## config.mk

```make
export PLATFORM = sky130hd
export DESIGN_NAME = question_ctrl
export DESIGN_NICKNAME = d
export VERILOG_FILES = /design/src/rtl/question_ctrl_pkg.sv /design/src/rtl/question_frame_timer.sv /design/src/rtl/question_ctrl.sv
export SDC_FILE = /design/constraint.sdc
export NUM_CORES = 1
export LEC_CHECK = 0
export ABC_CLOCK_PERIOD_IN_PS = 2200
export CAP_MARGIN = 20
export CORE_ASPECT_RATIO = 0.8
export CORE_UTILIZATION = 53
export CTS_BUF_LIST = sky130_fd_sc_hd__clkbuf_8
export CTS_CLUSTER_SIZE = 12
export DETAILED_ROUTE_END_ITERATION = 10
export HOLD_SLACK_MARGIN = 0.05
export PLACE_DENSITY = 0.91
export SLEW_MARGIN = 20
export SYNTH_ARGS = -nofsm -noshare
export SYNTH_HDL_FRONTEND = slang
export SYNTH_SLANG_ARGS = --single-unit
```

## constraint.sdc

```tcl
create_clock -name clk -period 2.2 [get_ports clk]
set_input_delay 0.44 -clock clk [delete_from_list [all_inputs] [get_ports clk]]
set_output_delay 0.44 -clock clk [all_outputs]
set_load 0.02 [all_outputs]
```

## src/rtl/question_ctrl_pkg.sv

```systemverilog
// Shared definitions for the question-mark sprite sequencer.
//   - Display and sprite geometry (active area, sprite box size).
//   - Derived origin limits so the sprite box always stays on screen.
//   - FSM state encoding shared by the controller and anything observing it.
//   - A small clamp helper used for both the x origin and the resting y origin.
package question_ctrl_pkg;

  localparam int H_ACTIVE = 640;
  localparam int V_ACTIVE = 480;
  localparam int SPR_W    = 40;
  localparam int SPR_H    = 56;

  // Largest origin that still keeps the whole sprite box inside the active area.
  localparam logic [9:0] X_MAX = 10'(H_ACTIVE - SPR_W);
  localparam logic [9:0] Y_MAX = 10'(V_ACTIVE - SPR_H);

  typedef enum logic [1:0] {
    ST_IDLE = 2'd0,
    ST_DROP = 2'd1,
    ST_WAIT = 2'd2
  } state_e;

  function automatic logic [9:0] clamp10(input logic [9:0] v, input logic [9:0] lim);
    return (v > lim) ? lim : v;
  endfunction

endpackage

```

## src/rtl/question_frame_timer.sv

```systemverilog
// Frame-based down counter.
//   clk, rst_n   : clock, asynchronous active-low reset (count resets to 0)
//   load_i       : load load_val_i (takes priority over a decrement)
//   load_val_i   : value loaded on load_i
//   tick_i       : frame pulse; decrements the count while it is non-zero
//   zero_o       : count is zero (combinational from the count register)
// The owner decides what a tick at zero means (reload, expiry); the counter
// simply parks at zero until it is loaded again.
module question_frame_timer #(
  parameter int WIDTH = 5
) (
  input  logic             clk,
  input  logic             rst_n,
  input  logic             load_i,
  input  logic [WIDTH-1:0] load_val_i,
  input  logic             tick_i,
  output logic             zero_o
);

  logic [WIDTH-1:0] cnt_q, cnt_d;

  always_comb begin
    cnt_d = cnt_q;
    if (load_i) begin
      cnt_d = load_val_i;
    end else if (tick_i && (cnt_q != '0)) begin
      cnt_d = cnt_q - 1'b1;
    end
  end

  always_ff @(posedge clk or negedge rst_n) begin
    if (!rst_n) begin
      cnt_q <= '0;
    end else begin
      cnt_q <= cnt_d;
    end
  end

  assign zero_o = (cnt_q == '0);

endmodule

```

## src/rtl/question_ctrl.sv

```systemverilog
// Question-mark sprite sequencer: drives origin and enable of the renderer.
//   clk, rst_n   : clock, asynchronous active-low reset
//   frame_tick   : one-cycle pulse per frame
//   start        : request to show a question (x_req sampled with it)
//   x_req        : requested sprite x origin
//   ack          : player answered
//   x0, y0, en   : sprite origin and enable (registered)
//   busy         : high while dropping or waiting (registered)
//   answered     : one-cycle pulse, ack accepted while waiting
//   timeout      : one-cycle pulse, wait period expired without ack
//   state_dbg    : current FSM state (question_ctrl_pkg::state_e encoding)
// Handshake: start and ack are single-cycle pulses with no back-pressure;
// start is only taken in IDLE and ack only in WAIT, all other pulses are
// dropped. answered/timeout are single-cycle pulses with no ready.
module question_ctrl
  import question_ctrl_pkg::*;
#(
  parameter logic [9:0] Y_START        = 10'd0,
  parameter logic [9:0] Y_TARGET       = 10'd200,
  parameter int         DROP_STEP      = 4,
  parameter int         BLINK_FRAMES   = 16,
  parameter int         TIMEOUT_FRAMES = 600
) (
  input  logic       clk,
  input  logic       rst_n,
  input  logic       frame_tick,
  input  logic       start,
  input  logic [9:0] x_req,
  input  logic       ack,
  output logic [9:0] x0,
  output logic [9:0] y0,
  output logic       en,
  output logic       busy,
  output logic       answered,
  output logic       timeout,
  output logic [1:0] state_dbg
);

  // A target below the screen would push the sprite box off the bottom.
  localparam logic [9:0] Y_TGT      = clamp10(Y_TARGET, Y_MAX);
  localparam logic [4:0] BLINK_LOAD = 5'(BLINK_FRAMES - 1);
  localparam logic [9:0] TMO_LOAD   = 10'(TIMEOUT_FRAMES - 1);

  state_e     state_q, state_d;
  logic [9:0] x0_q, x0_d;
  logic [9:0] y0_q, y0_d;
  logic       en_q, en_d;
  logic       busy_q, busy_d;
  logic       answered_q, answered_d;
  logic       timeout_q, timeout_d;

  logic       blink_load, tmo_load;
  logic       blink_zero, tmo_zero;
  logic [10:0] drop_sum;

  // Eleven bits so a step past 1023 cannot wrap and look like "not there yet".
  assign drop_sum = {1'b0, y0_q} + 11'(DROP_STEP);

  question_frame_timer #(.WIDTH(5)) u_blink_timer (
    .clk        (clk),
    .rst_n      (rst_n),
    .load_i     (blink_load),
    .load_val_i (BLINK_LOAD),
    .tick_i     (frame_tick),
    .zero_o     (blink_zero)
  );

  question_frame_timer #(.WIDTH(10)) u_timeout_timer (
    .clk        (clk),
    .rst_n      (rst_n),
    .load_i     (tmo_load),
    .load_val_i (TMO_LOAD),
    .tick_i     (frame_tick),
    .zero_o     (tmo_zero)
  );

  always_comb begin
    state_d    = state_q;
    x0_d       = x0_q;
    y0_d       = y0_q;
    en_d       = en_q;
    answered_d = 1'b0;
    timeout_d  = 1'b0;
    blink_load = 1'b0;
    tmo_load   = 1'b0;

    unique case (state_q)
      ST_IDLE: begin
        en_d = 1'b0;
        if (start) begin
          state_d = ST_DROP;
          x0_d    = clamp10(x_req, X_MAX);
          y0_d    = Y_START;
          en_d    = 1'b1;
        end
      end

      ST_DROP: begin
        en_d = 1'b1;
        if (frame_tick) begin
          if (drop_sum >= {1'b0, Y_TGT}) begin
            // Land exactly on the target and arm both timers on the same edge.
            y0_d       = Y_TGT;
            state_d    = ST_WAIT;
            blink_load = 1'b1;
            tmo_load   = 1'b1;
          end else begin
            y0_d = drop_sum[9:0];
          end
        end
      end

      ST_WAIT: begin
        // ack outranks an expiry landing in the same cycle.
        if (ack) begin
          answered_d = 1'b1;
          state_d    = ST_IDLE;
          en_d       = 1'b0;
        end else if (frame_tick && tmo_zero) begin
          timeout_d = 1'b1;
          state_d   = ST_IDLE;
          en_d      = 1'b0;
        end else if (frame_tick && blink_zero) begin
          en_d       = ~en_q;
          blink_load = 1'b1;
        end
      end

      default: begin
        state_d = ST_IDLE;
        en_d    = 1'b0;
      end
    endcase

    busy_d = (state_d != ST_IDLE);
  end

  always_ff @(posedge clk or negedge rst_n) begin
    if (!rst_n) begin
      state_q    <= ST_IDLE;
      x0_q       <= '0;
      y0_q       <= Y_START;
      en_q       <= 1'b0;
      busy_q     <= 1'b0;
      answered_q <= 1'b0;
      timeout_q  <= 1'b0;
    end else begin
      state_q    <= state_d;
      x0_q       <= x0_d;
      y0_q       <= y0_d;
      en_q       <= en_d;
      busy_q     <= busy_d;
      answered_q <= answered_d;
      timeout_q  <= timeout_d;
    end
  end

  assign x0        = x0_q;
  assign y0        = y0_q;
  assign en        = en_q;
  assign busy      = busy_q;
  assign answered  = answered_q;
  assign timeout   = timeout_q;
  assign state_dbg = state_q;

endmodule
```

# Word level (Yosys, flattened, before mapping)
# Index checks and enable logic that the tools add are counted.
# totals
output_inout_bits,26
latchBits,0
rom_bits,0
reg_bits,41
n_memories,0
in_bits,15
ramBits,0
elab_cells,67
# classes
n_reduce_logical,15
n_mul,0
shifts,0
add_sub_neg,3
div_mod_pow,0
n_eq_ne,5
n_lt_le_gt_ge,2
muxes,32
bitwise_logic,1
# op_table
op,count
2-to-1 mux 10 bit,6
case mux 10 bit (2 select lines),1
2-to-1 mux 1 bit,15
adder 10 x 3 -> 11 bit (second input constant),1
>= comparator 11 x 8 -> 1 bit (second input constant),1
greater-than comparator 10 bit (second input constant),1
zero test 10 bit,1
2-to-1 mux 2 bit,5
2-to-1 mux 5 bit,2
nonzero test 10 bit,1
subtractor 10 x 1 -> 10 bit (second input constant),1
nonzero test 2 bit,4
case mux 2 bit (3 select lines),1
zero test 5 bit,1
nonzero test 5 bit,1
subtractor 5 x 1 -> 5 bit (second input constant),1
logical AND 1 bit,4
!= test 2 bit (second input constant),2
!= test 4 bit (second input constant),1
case mux 1 bit (3 select lines),1
AND reduction 3 bit,1
equality test 2 x 1 -> 1 bit (second input constant),1
equality test 2 bit (second input constant),1
zero test 2 bit,1
other kinds (3),3

# Logic depth before layout (Yosys ltp)
# logic_depth
word_depth,7
ltp_mapped,8
mapped_depth_nobuf,8

# Cells and area by module
# Synthesis repeated with hierarchy kept, for this count alone.
# hier_totals
cells_unflattened,237
hier_area_um2,2243.4
# by_module_without_submodules
mod,seq_area_each_um2,instances,cells_each,area_each_um2
question_ctrl,600.6,1,138,1317.5
question_frame_timer (u_timeout_timer),250.2,1,67,621.8
question_frame_timer (u_blink_timer),125.1,1,32,304.0

# Worst setup path before layout
# OpenSTA, ideal clock, no wires.
# synth_timing
path_type,reg2reg
from,register y0_q[2] (netlist: y0[2])
to,register u_blink_timer.cnt_q[1]
stages_incl_launch_ff,8
path_buffers,0
setup_slack_ns,0.071
required_time_ns,2.061
t_arrival_ns,1.990
path_cell_list,dfrtp_1 > ha_1 > nand2_1 > a2111o_1 > a221oi_4 > a21oi_2 > o21ai_2 > o211ai_1
# synth_via
elab_chain_len,6
word_cells_on_any_way,7
classes_between,add/sub (1); order compare (1); mux (4); reduce/logical (1)
# synth_lines
element,line,rtl
start: declaration,question_ctrl.sv:46,"logic [9:0] y0_q, y0_d;"
start signal: assignment,question_ctrl.sv:150,y0_q <= y0_d;
adder 10 x 3 -> 11 bit *,question_ctrl.sv:57,"assign drop_sum = {1'b0, y0_q} + 11'(DROP_STEP);"
>= comparator 11 x 8 -> 1 bit *,question_ctrl.sv:101,"if (drop_sum >= {1'b0, Y_TGT}) begin"
2-to-1 mux 1 bit *,question_ctrl.sv:101,
2-to-1 mux 1 bit *,question_ctrl.sv:100,if (frame_tick) begin
case mux 1 bit (2 select lines) *,question_ctrl.sv:87,unique case (state_q)
2-to-1 mux 5 bit or nonzero test 2 bit (tied branches),--,
end signal: assignment,question_frame_timer.sv:35,cnt_q <= cnt_d;
end: declaration,question_frame_timer.sv:20,"logic [WIDTH-1:0] cnt_q, cnt_d;"
# Every way passes the cells marked *; elsewhere a longest branch is shown, timed or not.
# A chain may end at the register's enable or synchronous reset.

# Final worst setup path
# Ends and elaborated chain as after synthesis.

==> metrics.md <==
| Metric | Value |
|---|---|
| Outcome | `complete, no violations` |
| Register bit total from synthesis | `39` |
| Period utilization | `93.31%` |
| Fmax | `between 400 and 500 MHz` |
| EDFF count, synth | `0` |
| Ys async rst share | `between 90% and 100%` |
| Post-CTS Setup Bufs | `0` |
| CORE AREA | `3590 um2` |
| Slew @ Worst Pin | `0.5651 ns` |
| # DRC | `0` |
| Final #Nets | `294` |
| Area Growth Syn to Fin | `31.91%` |
| Sink Count | `39` |
| R2R Path Start | `y0[2]$_DFFE_PN0P_` |
| Die Y | `57.96 um` |
| Vias per std cell | `5.511` |
| Vias in the first global route | `between 1500 and 2000` |
| R2r worst-path depth | `7` |
| Setup crit end kind | `flip-flop` |
| M2 GR Usage | `approximately 41%` |
| Worst EP arrival | `2.21 ns` |
| Max_slew headroom | `62.33%` |
| Die area | `4170 um2` |
| First-pass iteration count of the detailed router | `4` |
| ANT nets after route | `0` |
| Pwr per Cell Area | `1155 nW/um2` |
| Multi-input gate area | `1067 um2` |
| Utilization after layout | `76.23%` |
| CTS tree | `built` |
| GR Layer Usage met3 | `6.609%` |
| Max Clock Skew | `0.006744 ns` |
| Met1 Use GR | `34.64%` |
| Clock transition at path regs | `0.08 ns` |
| Row Count | `19` |
| Synth Warn # | `0` |
| Max incr delay on CP | `0.40 ns` |
| Total CTS buffers | `5` |
| Max FO, Critical Path | `6` |
| Initial antenna violation count | `0` |
| IR Drop Worst-Case VDD | `0.8190 mV` |
| WL final | `4570 um` |
| Root Buffer | `clkbuf_8` |
| ANT cells | `0` |
| Most common cell after layout, fill and taps aside | `dfrtp_1` |
| Post-Layout Cell Count | `roughly 320` |
| Final setup viols | `0` |
| Worst path depth | `7` |
| CP required | `approximately 2.4 ns` |
| Drt wl/cell | `14.15 um` |
| Cell count after placement | `315` |
| Grt total ovfl | `0` |
| Setup WS pre-CTS | `0.04794 ns` |
| Input/output buffers | `38` |
| Bufs and invs on worst path | `0` |
| Register area | `between 900 and 1000 um2` |
| Initial Util | `57.79%` |
| Via count | `roughly 1800` |
| Share of layout cells above drive strength 1 | `14.02%` |
| Largest net degree at the start of global routing | `26` |
| CP Class | `reg2reg` |
| Setup TNS | `0 ns` |
| # fillers | `255` |
| Post-layout min period | `2.053 ns` |
| Final number of hold-violating endpoints | `0` |
| RSZ-0062 raised after global routing | `no` |
| I/O pin count | `41` |
| HP Class | `in2async` |
| Die X | `71.95 um` |
| Reported max-cap violation count | `0` |
| Post-Syn Area | `2074 um2` |
| Clock Latency Late Sink | `about 0.29 ns` |
| Most frequent cells in the layout | `dfrtp_1, clkdlybuf4s50_1, nand2_1, nor2_1, o21ai_0` |
| Fin. max-slew vios | `0` |
| Post-DP HPWL | `3383 um` |
| Seq/Total Area, Yosys | `47.04%` |
| Post-Syn Instances | `215` |
| Top delay family on crit path | `compound AO/OA/AOI/OAI gates` |
| Global route hottest layer | `met2` |
| Final Worst Setup Slack | `between 0.1 and 0.15 ns` |
| CP Launch Point | `y0[2]$_DFFE_PN0P_` |
| GRT Total Usage | `roughly a quarter` |
| Synth cell types | `49` |
| Clk buf depth | `2` |
| Routability Congestion | `0.8750` |
| Synth Area per Inst | `9.649 um2` |
| Slowest cell on the critical path | `a221oi_4` |
| Crit path cell chain | `ha_2 > nand2_1 > a2111o_1 > a221oi_4 > a21oi_2 > o21ai_2 > o211ai_1` |
| Leakage power | `1.200 nW` |
| H-tree depth | `2` |
| First DRT Iteration DRCs | `186` |
| Main synth FF type | `dfrtp_1` |
| First-pass GRT wire length | `between 8000 and 9000 um` |
| Startpoint Class | `flip-flop` |
repair_timing:
item / in CTS / in global routing
gates resized for setup: 0 / 5
hold buffers: 0 / 0
endpoints found under the setup margin: 0 / 10
endpoints found under the hold margin: 0 / 0
flip-flops by register name, summed over array words and instances, names as in the netlist:
signal / flops
u_timeout_timer.cnt_q: 10
x0: 10
y0: 8
u_blink_timer.cnt_q: 5
state_dbg: 2
answered: 1
busy: 1
en: 1
timeout: 1
metrics by stage:
| step | hold slack [ns] | power [mW] | instance area (um2) |
|---|---|---|---|
| finish | 0.1308 | 3.159 | 2736 |
| global route | 0.1672 | 3.378 | 2736 |
| CTS | 0.1488 | 3.126 | 2708 |
| detailed placement | 0.4620 | 2.506 | 2590 |
| global placement | 0.4526 | 2.461 | 2590 |
| floorplan | 0.1444 | 1.964 | 2078 |
Yosys cell counts (2+ instances only):
cell      instances  area [um2]
a22o_1            5       43.79
xnor2_1           6       52.55
nand2b_1          4       25.02
a21oi_1           7       35.03
o22a_1            3       26.28
a211oi_1          2       15.01
nor3_1            5       25.02
or3_1             3       18.77
o21ai_0          13       65.06
nand3_1           8       40.04
or2_2             2       12.51
a211o_1           2       17.52
and2_2            2       15.01
nor4_1            5       31.28
ha_1              9       112.6
nand3b_1          2       15.01
o211ai_1          4       30.03
dfrtp_1          39       975.9
a21oi_2           2       17.52
xor2_1            3       26.28
nor2_1           19       71.32
nand2_2           2       12.51
buf_4             2       15.01
inv_1            12       45.04
and2_1            4       25.02
nand2_1          27       101.4
where the power goes:
group	leakage, nW	internal [mW]	switching (mW)
Combinational	0.648	0.646	0.696
Clock	0.0612	0.367	0.244
Sequential	0.491	0.975	0.231
logic make-up (layout without fill, tap and decap cells):
family                     Yosys count  after routing  synth area share, %
AOI/OAI and AO/OA                   50             50                17.79
buffers and inverters               15             70                3.075
and+or+nand+nor                     90             90                21.65
other                                1              2               0.1808
adders and majority gates            9              9                5.428
DFF                                 39             39                47.04
xor gates and xnor gates             9              9                3.800
muxes                                2              2                1.025
worst paths after layout:
path	end	slack, ns
hold reg to reg	x0[7]$_DFFE_PN0P_	0.47
setup / recovery	u_blink_timer.cnt_q[1]$_DFFE_PN0P_	0.15
setup reg to reg	u_blink_timer.cnt_q[1]$_DFFE_PN0P_	0.15
hold / removal	u_timeout_timer.cnt_q[4]$_DFFE_PN0P_	0.13
min in group clk	x0[7]$_DFFE_PN0P_	0.47
max in group asynchronous	x0[8]$_DFFE_PN0P_	1.53
area by class of cell:
class	instances	share of cell area (%)
clock buffers	6	3.018
clock inverters	2	1.280
inverters	12	1.646
multi-input cells	162	39.00
flip-flops and latches	39	35.67
well taps	52	2.378
repair buffers	50	17.01
layer usage:
metal,up-vias,part of all wire [%]
li1,877,-
met1,835,46
met2,60,45
met3,8,7.1
met4,0,1.1
met5,-,0
Power figures use the tool's default switching activity.
